`config.mk`:
```
export PLATFORM = sky130hd
export DESIGN_NAME = sys_bridge_n_flat
export DESIGN_NICKNAME = d
export VERILOG_FILES = /design/src/rtl/sys_bridge_n_if.sv /design/src/rtl/sys_bridge_n.sv /design/src/flat_wrapper.sv
export SDC_FILE = /design/constraint.sdc
export NUM_CORES = 1
export LEC_CHECK = 0
export ABC_AREA = 0
export CAP_MARGIN = 20
export CORE_AREA = 2 2 134 136
export CTS_BUF_LIST = sky130_fd_sc_hd__clkbuf_8
export DETAILED_ROUTE_END_ITERATION = 6
export DIE_AREA = 0 0 136 138
export GPL_TIMING_DRIVEN = 0
export PLACE_DENSITY = 0.91
export REMOVE_ABC_BUFFERS = 1
export SYNTH_ARGS = -nofsm -noshare
export SYNTH_HDL_FRONTEND = slang
export SYNTH_SLANG_ARGS = --single-unit
```
`constraint.sdc`:
```
create_clock -name clk -period 6.53 [get_ports clk]
set_input_delay 0.653 -clock clk [delete_from_list [all_inputs] [get_ports clk]]
set_output_delay 0.653 -clock clk [all_outputs]
set_load 0.1 [all_outputs]
```
`src/rtl/sys_bridge_n_if.sv`:
```
// CPU-to-peripheral bus bundle for sys_bridge_n: CPU request/response side plus the
// flattened per-slave channel. The bridge uses the slave view; the environment uses master.
interface sys_bridge_n_if #(
  parameter int N_SLV = 4
);
  logic                   pr_req;
  logic [31:0]            pr_addr;
  logic [31:0]            pr_wdata;
  logic [3:0]             pr_byteen;
  logic [31:0]            pr_rdata;
  logic                   pr_done;
  logic                   pr_err;
  logic                   pr_busy;
  logic [31:0]            err_addr;
  logic [N_SLV-1:0]       s_sel;
  logic [31:0]            s_addr;
  logic [31:0]            s_wdata;
  logic [3:0]             s_byteen;
  logic [32*N_SLV-1:0]    s_rdata;
  logic [N_SLV-1:0]       s_ready;

  modport slave (
    input  pr_req, pr_addr, pr_wdata, pr_byteen, s_rdata, s_ready,
    output pr_rdata, pr_done, pr_err, pr_busy, err_addr,
           s_sel, s_addr, s_wdata, s_byteen
  );

  modport master (
    output pr_req, pr_addr, pr_wdata, pr_byteen, s_rdata, s_ready,
    input  pr_rdata, pr_done, pr_err, pr_busy, err_addr,
           s_sel, s_addr, s_wdata, s_byteen
  );
endinterface

```
`src/rtl/sys_bridge_n.sv`:
```
// Registered bridge from the CPU M-stage port to N_SLV base/mask-decoded slaves,
// with a bounded ready wait and a latched faulting address on bus errors.
//   state  | meaning
//   IDLE   | waiting for pr_req; decode and launch or flag a miss
//   ACCESS | slave selected, waiting for its ready or the timeout
//   RESP   | one-cycle pr_done/pr_err pulse back to the CPU
module sys_bridge_n #(
  parameter int                   N_SLV    = 4,
  parameter logic [32*N_SLV-1:0]  BASE_VEC = {32'h7f20, 32'h7f10, 32'h7f00, 32'h0000},
  parameter logic [32*N_SLV-1:0]  MASK_VEC = {32'hfffffff0, 32'hfffffff0, 32'hfffffff0, 32'hffffc000},
  parameter int                   TIMEOUT  = 15
) (
  input  logic           clk,
  input  logic           reset,
  sys_bridge_n_if.slave  bus
);

  localparam int          IDXW     = (N_SLV > 1) ? $clog2(N_SLV) : 1;
  localparam logic [7:0]  CNT_LAST = 8'(TIMEOUT - 1);

  typedef enum logic [1:0] {IDLE, ACCESS, RESP} state_t;

  state_t            state_q, state_d;
  logic [7:0]        cnt_q, cnt_d;
  logic [IDXW-1:0]   idx_q, idx_d;
  logic [N_SLV-1:0]  sel_q, sel_d;
  logic [31:0]       addr_q, addr_d;
  logic [31:0]       wdata_q, wdata_d;
  logic [3:0]        be_q, be_d;
  logic [31:0]       rdata_q, rdata_d;
  logic [31:0]       err_addr_q, err_addr_d;
  logic              err_q, err_d;

  logic              hit;
  logic [IDXW-1:0]   hit_idx;
  logic              ready_sel;
  logic [31:0]       rdata_sel;

  // Scan from the top index down so the lowest matching window wins on overlap.
  always_comb begin
    hit     = 1'b0;
    hit_idx = '0;
    for (int i = N_SLV - 1; i >= 0; i--) begin
      if ((bus.pr_addr & MASK_VEC[32*i +: 32]) == (BASE_VEC[32*i +: 32] & MASK_VEC[32*i +: 32])) begin
        hit     = 1'b1;
        hit_idx = IDXW'(i);
      end
    end
  end

  assign ready_sel = bus.s_ready[idx_q];
  assign rdata_sel = bus.s_rdata[32*idx_q +: 32];

  always_comb begin
    state_d    = state_q;
    cnt_d      = cnt_q;
    idx_d      = idx_q;
    sel_d      = sel_q;
    addr_d     = addr_q;
    wdata_d    = wdata_q;
    be_d       = be_q;
    rdata_d    = rdata_q;
    err_addr_d = err_addr_q;
    err_d      = err_q;

    case (state_q)
      IDLE: begin
        if (bus.pr_req) begin
          if (hit) begin
            addr_d  = bus.pr_addr;
            wdata_d = bus.pr_wdata;
            be_d    = bus.pr_byteen;
            idx_d   = hit_idx;
            sel_d   = N_SLV'(1) << hit_idx;
            cnt_d   = '0;
            err_d   = 1'b0;
            state_d = ACCESS;
          end else begin
            err_d      = 1'b1;
            err_addr_d = bus.pr_addr;
            rdata_d    = '0;
            state_d    = RESP;
          end
        end
      end
      ACCESS: begin
        // Ready is checked first so a ready on the last allowed cycle still succeeds.
        if (ready_sel) begin
          rdata_d = (be_q == 4'h0) ? rdata_sel : 32'h0;
          sel_d   = '0;
          be_d    = '0;
          err_d   = 1'b0;
          state_d = RESP;
        end else if (cnt_q == CNT_LAST) begin
          sel_d      = '0;
          be_d       = '0;
          err_d      = 1'b1;
          err_addr_d = addr_q;
          rdata_d    = '0;
          state_d    = RESP;
        end else begin
          cnt_d = cnt_q + 8'd1;
        end
      end
      RESP: begin
        be_d    = '0;
        state_d = IDLE;
      end
      default: state_d = IDLE;
    endcase
  end

  always_ff @(posedge clk or posedge reset) begin
    if (reset) begin
      state_q    <= IDLE;
      cnt_q      <= '0;
      idx_q      <= '0;
      sel_q      <= '0;
      addr_q     <= '0;
      wdata_q    <= '0;
      be_q       <= '0;
      rdata_q    <= '0;
      err_addr_q <= '0;
      err_q      <= 1'b0;
    end else begin
      state_q    <= state_d;
      cnt_q      <= cnt_d;
      idx_q      <= idx_d;
      sel_q      <= sel_d;
      addr_q     <= addr_d;
      wdata_q    <= wdata_d;
      be_q       <= be_d;
      rdata_q    <= rdata_d;
      err_addr_q <= err_addr_d;
      err_q      <= err_d;
    end
  end

  assign bus.pr_done  = (state_q == RESP);
  assign bus.pr_err   = (state_q == RESP) && err_q;
  assign bus.pr_busy  = (state_q != IDLE);
  assign bus.pr_rdata = rdata_q;
  assign bus.err_addr = err_addr_q;
  assign bus.s_sel    = sel_q;
  assign bus.s_addr   = addr_q;
  assign bus.s_wdata  = wdata_q;
  assign bus.s_byteen = be_q;

endmodule

```
`src/flat_wrapper.sv`:
```
// flat-port wrapper written by rule: the top's interface ports become plain ports
module sys_bridge_n_flat 
#(
  parameter int                   N_SLV    = 4,
  parameter logic [32*N_SLV-1:0]  BASE_VEC = {32'h7f20, 32'h7f10, 32'h7f00, 32'h0000},
  parameter logic [32*N_SLV-1:0]  MASK_VEC = {32'hfffffff0, 32'hfffffff0, 32'hfffffff0, 32'hffffc000},
  parameter int                   TIMEOUT  = 15
)
  (clk, reset, bus_pr_req, bus_pr_addr, bus_pr_wdata, bus_pr_byteen, bus_s_rdata, bus_s_ready, bus_pr_rdata, bus_pr_done, bus_pr_err, bus_pr_busy, bus_err_addr, bus_s_sel, bus_s_addr, bus_s_wdata, bus_s_byteen);
  sys_bridge_n_if #(.N_SLV(N_SLV)) bus_i ();
  input  logic clk;
  input  logic reset;
  input wire logic [$bits(bus_i.pr_req)-1:0] bus_pr_req;
  input wire logic [$bits(bus_i.pr_addr)-1:0] bus_pr_addr;
  input wire logic [$bits(bus_i.pr_wdata)-1:0] bus_pr_wdata;
  input wire logic [$bits(bus_i.pr_byteen)-1:0] bus_pr_byteen;
  input wire logic [$bits(bus_i.s_rdata)-1:0] bus_s_rdata;
  input wire logic [$bits(bus_i.s_ready)-1:0] bus_s_ready;
  output wire logic [$bits(bus_i.pr_rdata)-1:0] bus_pr_rdata;
  output wire logic [$bits(bus_i.pr_done)-1:0] bus_pr_done;
  output wire logic [$bits(bus_i.pr_err)-1:0] bus_pr_err;
  output wire logic [$bits(bus_i.pr_busy)-1:0] bus_pr_busy;
  output wire logic [$bits(bus_i.err_addr)-1:0] bus_err_addr;
  output wire logic [$bits(bus_i.s_sel)-1:0] bus_s_sel;
  output wire logic [$bits(bus_i.s_addr)-1:0] bus_s_addr;
  output wire logic [$bits(bus_i.s_wdata)-1:0] bus_s_wdata;
  output wire logic [$bits(bus_i.s_byteen)-1:0] bus_s_byteen;
  assign bus_i.pr_req = bus_pr_req;
  assign bus_i.pr_addr = bus_pr_addr;
  assign bus_i.pr_wdata = bus_pr_wdata;
  assign bus_i.pr_byteen = bus_pr_byteen;
  assign bus_i.s_rdata = bus_s_rdata;
  assign bus_i.s_ready = bus_s_ready;
  assign bus_pr_rdata = bus_i.pr_rdata;
  assign bus_pr_done = bus_i.pr_done;
  assign bus_pr_err = bus_i.pr_err;
  assign bus_pr_busy = bus_i.pr_busy;
  assign bus_err_addr = bus_i.err_addr;
  assign bus_s_sel = bus_i.s_sel;
  assign bus_s_addr = bus_i.s_addr;
  assign bus_s_wdata = bus_i.s_wdata;
  assign bus_s_byteen = bus_i.s_byteen;
  sys_bridge_n #(.N_SLV(N_SLV), .BASE_VEC(BASE_VEC), .MASK_VEC(MASK_VEC), .TIMEOUT(TIMEOUT)) u_core (.clk(clk), .reset(reset), .bus(bus_i));
endmodule
```
After elaboration in Yosys (flattened, before gate mapping)
Index checks and enable logic that the tools add are counted.
{"block": "op_classes", "shift": 2, "magnitude_cmp": 1, "n_reduce_logical": 15, "mux": 44, "eq_ne": 13, "n_addsub": 1}
{"operator": "2-to-1 mux 32 bit", "n": 9}
{"operator": "one-hot mux 32 bit (2 select lines)", "n": 2}
{"operator": "indexed part select 128 x 8 -> 32 bit", "n": 1}
{"operator": "== test 28 x 11 -> 1 bit (second input constant)", "n": 3}
{"operator": "zero test 32 bit", "n": 1}
{"operator": "2-to-1 mux 8 bit", "n": 4}
{"operator": "2-to-1 mux 4 bit", "n": 6}
{"operator": "2-to-1 mux 2 bit", "n": 8}
{"operator": "one-hot mux 8 bit (2 select lines)", "n": 1}
{"operator": "one-hot mux 4 bit (3 select lines)", "n": 1}
{"operator": "AND reduction 4 bit", "n": 3}
{"operator": "AND reduction 5 bit", "n": 2}
{"operator": "2-to-1 mux 1 bit", "n": 9}
{"operator": "adder 8 x 1 -> 8 bit (second input constant)", "n": 1}
{"operator": "== test 8 x 4 -> 1 bit (second input constant)", "n": 1}
{"operator": "inequality test 2 bit (second input constant)", "n": 4}
{"operator": "one-hot mux 4 bit (2 select lines)", "n": 1}
{"operator": "AND reduction 3 bit", "n": 2}
{"operator": "zero test 4 bit", "n": 1}
{"operator": "inequality test 2 x 1 -> 1 bit (second input constant)", "n": 2}
{"operator": "one-hot mux 2 bit (2 select lines)", "n": 1}
{"operator": "nonzero test 2 bit", "n": 2}
{"operator": "left shift 1 x 2 -> 4 bit (first input constant)", "n": 1}
{"operator": "less-than comparator 2 x 3 -> 1 bit (second input constant)", "n": 1}
{"operator": "other kinds (9)", "n": 9}
{"block": "totals", "output_inout_bits": 139, "register_bits": 149, "input_bits": 203, "word_cells": 86}

Logic depth before layout (Yosys ltp)
{"block": "depth", "ltp_word": 9, "mapped_depth": 9, "depth_no_buf": 7}

Least setup slack after synthesis
Ideal clock, no wire load.
{"block": "synth_path", "path_kind": "register to output", "startpoint": "register u_core.state_q[0]", "endpoint": "output port bus_pr_err", "path_stages_with_launch": 4, "arrival_time_ns": 2.157, "setup_slack_ns": 3.720, "n_path_buf": 0, "t_required_ns": 5.877, "cell_sequence": "dfrtp_1 -> inv_1 -> ha_1 -> and2_1"}
{"block": "synth_between", "elab_chain_cells": 2}
{"item": "start: declaration", "line": "sys_bridge_n.sv:23", "rtl": "state_t state_q, state_d;"}
{"item": "start signal: assignment", "line": "sys_bridge_n.sv:126", "rtl": "state_q <= state_d;"}
{"item": "== test 2 bit"}
{"item": "net bus_pr_done", "line": "flat_wrapper.sv:20", "rtl": "output wire logic [$bits(bus_i.pr_done)-1:0] bus_pr_done;"}
{"item": "logical AND 1 bit", "line": "sys_bridge_n.sv:140", "rtl": "assign bus.pr_err = (state_q == RESP) && err_q;"}
{"item": "end: declaration", "line": "flat_wrapper.sv:21", "rtl": "output wire logic [$bits(bus_i.pr_err)-1:0] bus_pr_err;"}
The timed path passes the listed nets, and every way through them passes these cells.

Worst setup path in the final report
{"block": "layout_path", "startpoint": "register u_core.state_q[0]", "endpoint": "output port bus_pr_busy"}
{"block": "layout_between", "elab_chain_cells": 1}
{"item": "nonzero test 2 bit", "line": "sys_bridge_n.sv:141", "rtl": "assign bus.pr_busy = (state_q != IDLE);"}
{"item": "end: declaration", "line": "flat_wrapper.sv:22", "rtl": "output wire logic [$bits(bus_i.pr_busy)-1:0] bus_pr_busy;"}
Every way passes these cells.

==> results.json <==
{
  "cp-startpoint": "u_core.state_q[0]$_DFFE_PP0P_",
  "fmax_mhz": 305.3,
  "dpl.cell_count": 1070,
  "totalWireLength_microns": 22280,
  "cts.repair.resized": 0,
  "ys_seq_area_share_pct": 50.86,
  "power_leakage_nw": 4.826,
  "start_kind": "flip-flop",
  "cts.sinks": 149,
  "hpwl_microns": 17130,
  "vias": 5729,
  "final_antenna_net_count": 0,
  "fin_nets": 1069,
  "outcome": "completed",
  "grt_first_pass_wirelength_microns": 34640,
  "hold_viol_final": 0,
  "reg2reg_depth": 9,
  "finalPower_mw": 3.620,
  "r2r_slack_ps": 3730,
  "grt-ovfl-total": 0,
  "start_util_pct": 41.81,
  "clockRootBuffer": "clkbuf_8",
  "io_buffers": 341,
  "hold_start": "u_core.cnt_q[3]$_DFFE_PP0P_",
  "die_w_microns": 136,
  "drv_slew": 0,
  "synth_warnings": 0,
  "wl_per_cell_microns": 20.24,
  "drc_errors": 0,
  "crit_end": "bus_pr_busy",
  "critPathKind": "reg -> out",
  "rr_endpoint": "u_core.bus.s_wdata[15]$_DFFE_PP0P_",
  "dr.pass1.iters": 4,
  "area_growth_syn_to_layout_pct": 57.59,
  "max_cap_violations": 0,
  "layout_min_cycle_time_ps": 3276,
  "grt_max_degree": 85,
  "place_area_sq_mm": 0.01111,
  "stdcell_area_sq_mm": 0.01155,
  "antenna_found_initial": 0,
  "io_pins": 342,
  "finalSetupViolCount": 0,
  "clk_latency_ps": 440,
  "clk_pin_slew_worst_paths_ps": 90,
  "arrival_ps": 2620,
  "mappedNetlistArea_sq_mm": 0.007331,
  "tightest_slew_ps": 1072,
  "skew_ps": 16.08,
  "min_period_over_period_pct": 50.16,
  "vias_per_cell": 5.203,
  "die_y_microns": 138,
  "hold_path_class": "reg -> reg",
  "htreeDepth": 4,
  "tritoncts": "built",
  "fin_cells": 1101,
  "slew-limit-headroom_pct": 28.32,
  "ys_types": 44,
  "layout_setup_ws_ps": 3254,
  "ys_ff_latch": 149,
  "drive_above_1_share_pct": 26.83,
  "place_ws_ps": 3032,
  "required_ps": 5880,
  "clk_path_buf_depth": 2,
  "vdd_drop_max_v": 0.0002984,
  "syn_area_per_cell_sq_um": 14.07,
  "n_antenna_cell": 0,
  "end_kind": "output pin",
  "gp_congestion": 0.8273,
  "rr_startpoint": "u_core.state_q[0]$_DFFE_PP0P_",
  "syn-instance-count": 521,
  "dieArea_sq_mm": 0.01877,
  "hold_buffers": 0,
  "rsz0062_at_grt": "no",
  "cts_buffers": 17,
  "grt_pass1_vias": 6231,
  "cts_setup_buffers": 0,
  "cp_max_fo": 9,
  "grt_usage_pct": 23.83,
  "power_density_mw_per_mm2": 313.3,
  "rows": 49,
  "core-area_sq_mm": 0.01753,
  "drt_iter0_markers": 222
}
==> metal layers <==
| layer | GRT usage [%] | wire length [microns] | vias to the layer above |
|---|---|---|---|
| met3 | 8.104 | 2027 | 45 |
| met4 | 8.991 | 668 | 0 |
| met2 | 39.70 | 10880 | 241 |
| li1 | - | - | 2601 |
| met1 | 28.41 | 8707 | 2842 |
| met5 | 0 | 0 | - |
==> stage by stage <==
stage / TNS (ps) / util, % / hold WS (ps)
6_report: 0 / 65.88 / 495.1
2_1_floorplan: 0 / - / 443.9
3_5_place_dp: 0 / 63.34 / 479.9
4_1_cts: 0 / 65.88 / 491.0
5_1_grt: 0 / 65.88 / 523.5
3_3_place_gp: -121510 / 61.92 / 462.7
==> cell usage in the layout, fill, tap and decap left out, types with 4 or more instances in the layout <==
cell type	Yosys	layout
buf_6	2	4
or3_1	4	4
and2_1	5	5
mux4_2	33	33
nor2_1	7	7
nor2b_1	53	53
o21ai_0	7	7
clkbuf_8	0	17
nand2_1	7	7
nor4_1	5	5
mux2_2	147	147
clkdlybuf4s50_1	0	341
a22o_1	4	4
buf_12	0	4
ha_1	6	5
o31ai_1	10	10
a21oi_1	7	5
nor3_1	5	5
inv_6	0	7
dfrtp_1	149	148
inv_1	8	7
bufinv_16	0	4
nand3_1	5	5
==> synthesized netlist by cell type (all sizes together) <==
cell / number / area share [%]
nand2: 7 / 0.36
clkinv: 1 / 0.051
o21ai: 7 / 0.48
nand4: 2 / 0.17
clkbuf: 15 / 0.77
or4: 1 / 0.10
or2: 2 / 0.17
a21o: 1 / 0.10
and4: 1 / 0.12
mux4: 33 / 10
o22ai: 2 / 0.17
nor3: 5 / 0.34
nor2b: 53 / 4.5
a2bb2oi: 1 / 0.20
mux2i: 1 / 0.14
dfrtp: 149 / 51
nand2b: 2 / 0.27
and2: 5 / 0.43
mux2: 148 / 23
nor4: 6 / 0.60
buf: 18 / 1.6
and4bb: 1 / 0.17
a31oi: 1 / 0.085
a22o: 4 / 0.48
o311ai: 1 / 0.12
a21oi: 7 / 0.48
nor2: 8 / 0.44
o41a: 1 / 0.15
o41ai: 1 / 0.12
inv: 8 / 0.41
ha: 6 / 1.0
xnor2: 1 / 0.12
o31ai: 10 / 1.0
or3: 4 / 0.34
nand3: 5 / 0.34
and4b: 1 / 0.14
o211ai: 1 / 0.10
o22a: 1 / 0.12
==> state kept, by name, summed over array words and instances (netlist names) <==
signal and count:
u_core.bus.s_addr 32, u_core.idx_q 2, u_core.err_q 1, u_core.cnt_q 8, u_core.bus.s_byteen 4, u_core.bus.s_sel 4, u_core.bus.pr_rdata 32, u_core.state_q 2
u_core.bus.s_wdata 32, u_core.bus.err_addr 32
==> worst min-delay path by stage <==
stage                                          end  slack (ps)  cells past startpoint
2_1_floorplan          u_core.cnt_q[3]$_DFFE_PP0P_         440                      1
3_3_place_gp       u_core.bus.s_sel[0]$_DFFE_PP0P_         460                      1
3_5_place_dp           u_core.cnt_q[3]$_DFFE_PP0P_         480                      1
4_1_cts                u_core.cnt_q[3]$_DFFE_PP0P_         490                      1
5_1_grt        u_core.bus.pr_rdata[11]$_DFFE_PP0P_         520                      1
6_report               u_core.cnt_q[3]$_DFFE_PP0P_         500                      1
==> worst max-delay path: stages, from the launching register on <==
cell	delay [ps]
dfrtp_1	410
inv_1	100
ha_1	350
inv_1	150
clkdlybuf4s50_1	1160
==> area by class of cell <==
class | instances | area [sq um]
clock inverter | 14 | 211.5
tap | 229 | 286.5
inverter | 9 | 38.79
timing repair buffer | 353 | 3623
clock buffer | 17 | 234.0
sequential | 149 | 3730
multi-input combinational | 330 | 3428
fill | 1303 | 5982
==> cells by family (layout without fill, tap and decap cells) <==
logic type	after synthesis	after routing	synth area share, %
compound gates	38	38	3.635
xor+xnor	1	1	0.1195
fa+ha+maj	6	6	1.024
buf+inv	42	393	2.833
flops	149	149	50.86
mux	182	182	33.01
simple gates	103	103	8.517
==> power by group <==
part | internal (mW) | switching, mW | total [mW]
sequential | 1.04 | 0.0666 | 1.10
clock | 0.428 | 0.384 | 0.812
combinational | 0.518 | 1.19 | 1.70
total | 1.98 | 1.64 | 3.62
No activity file was read; power rests on OpenSTA's default activity.
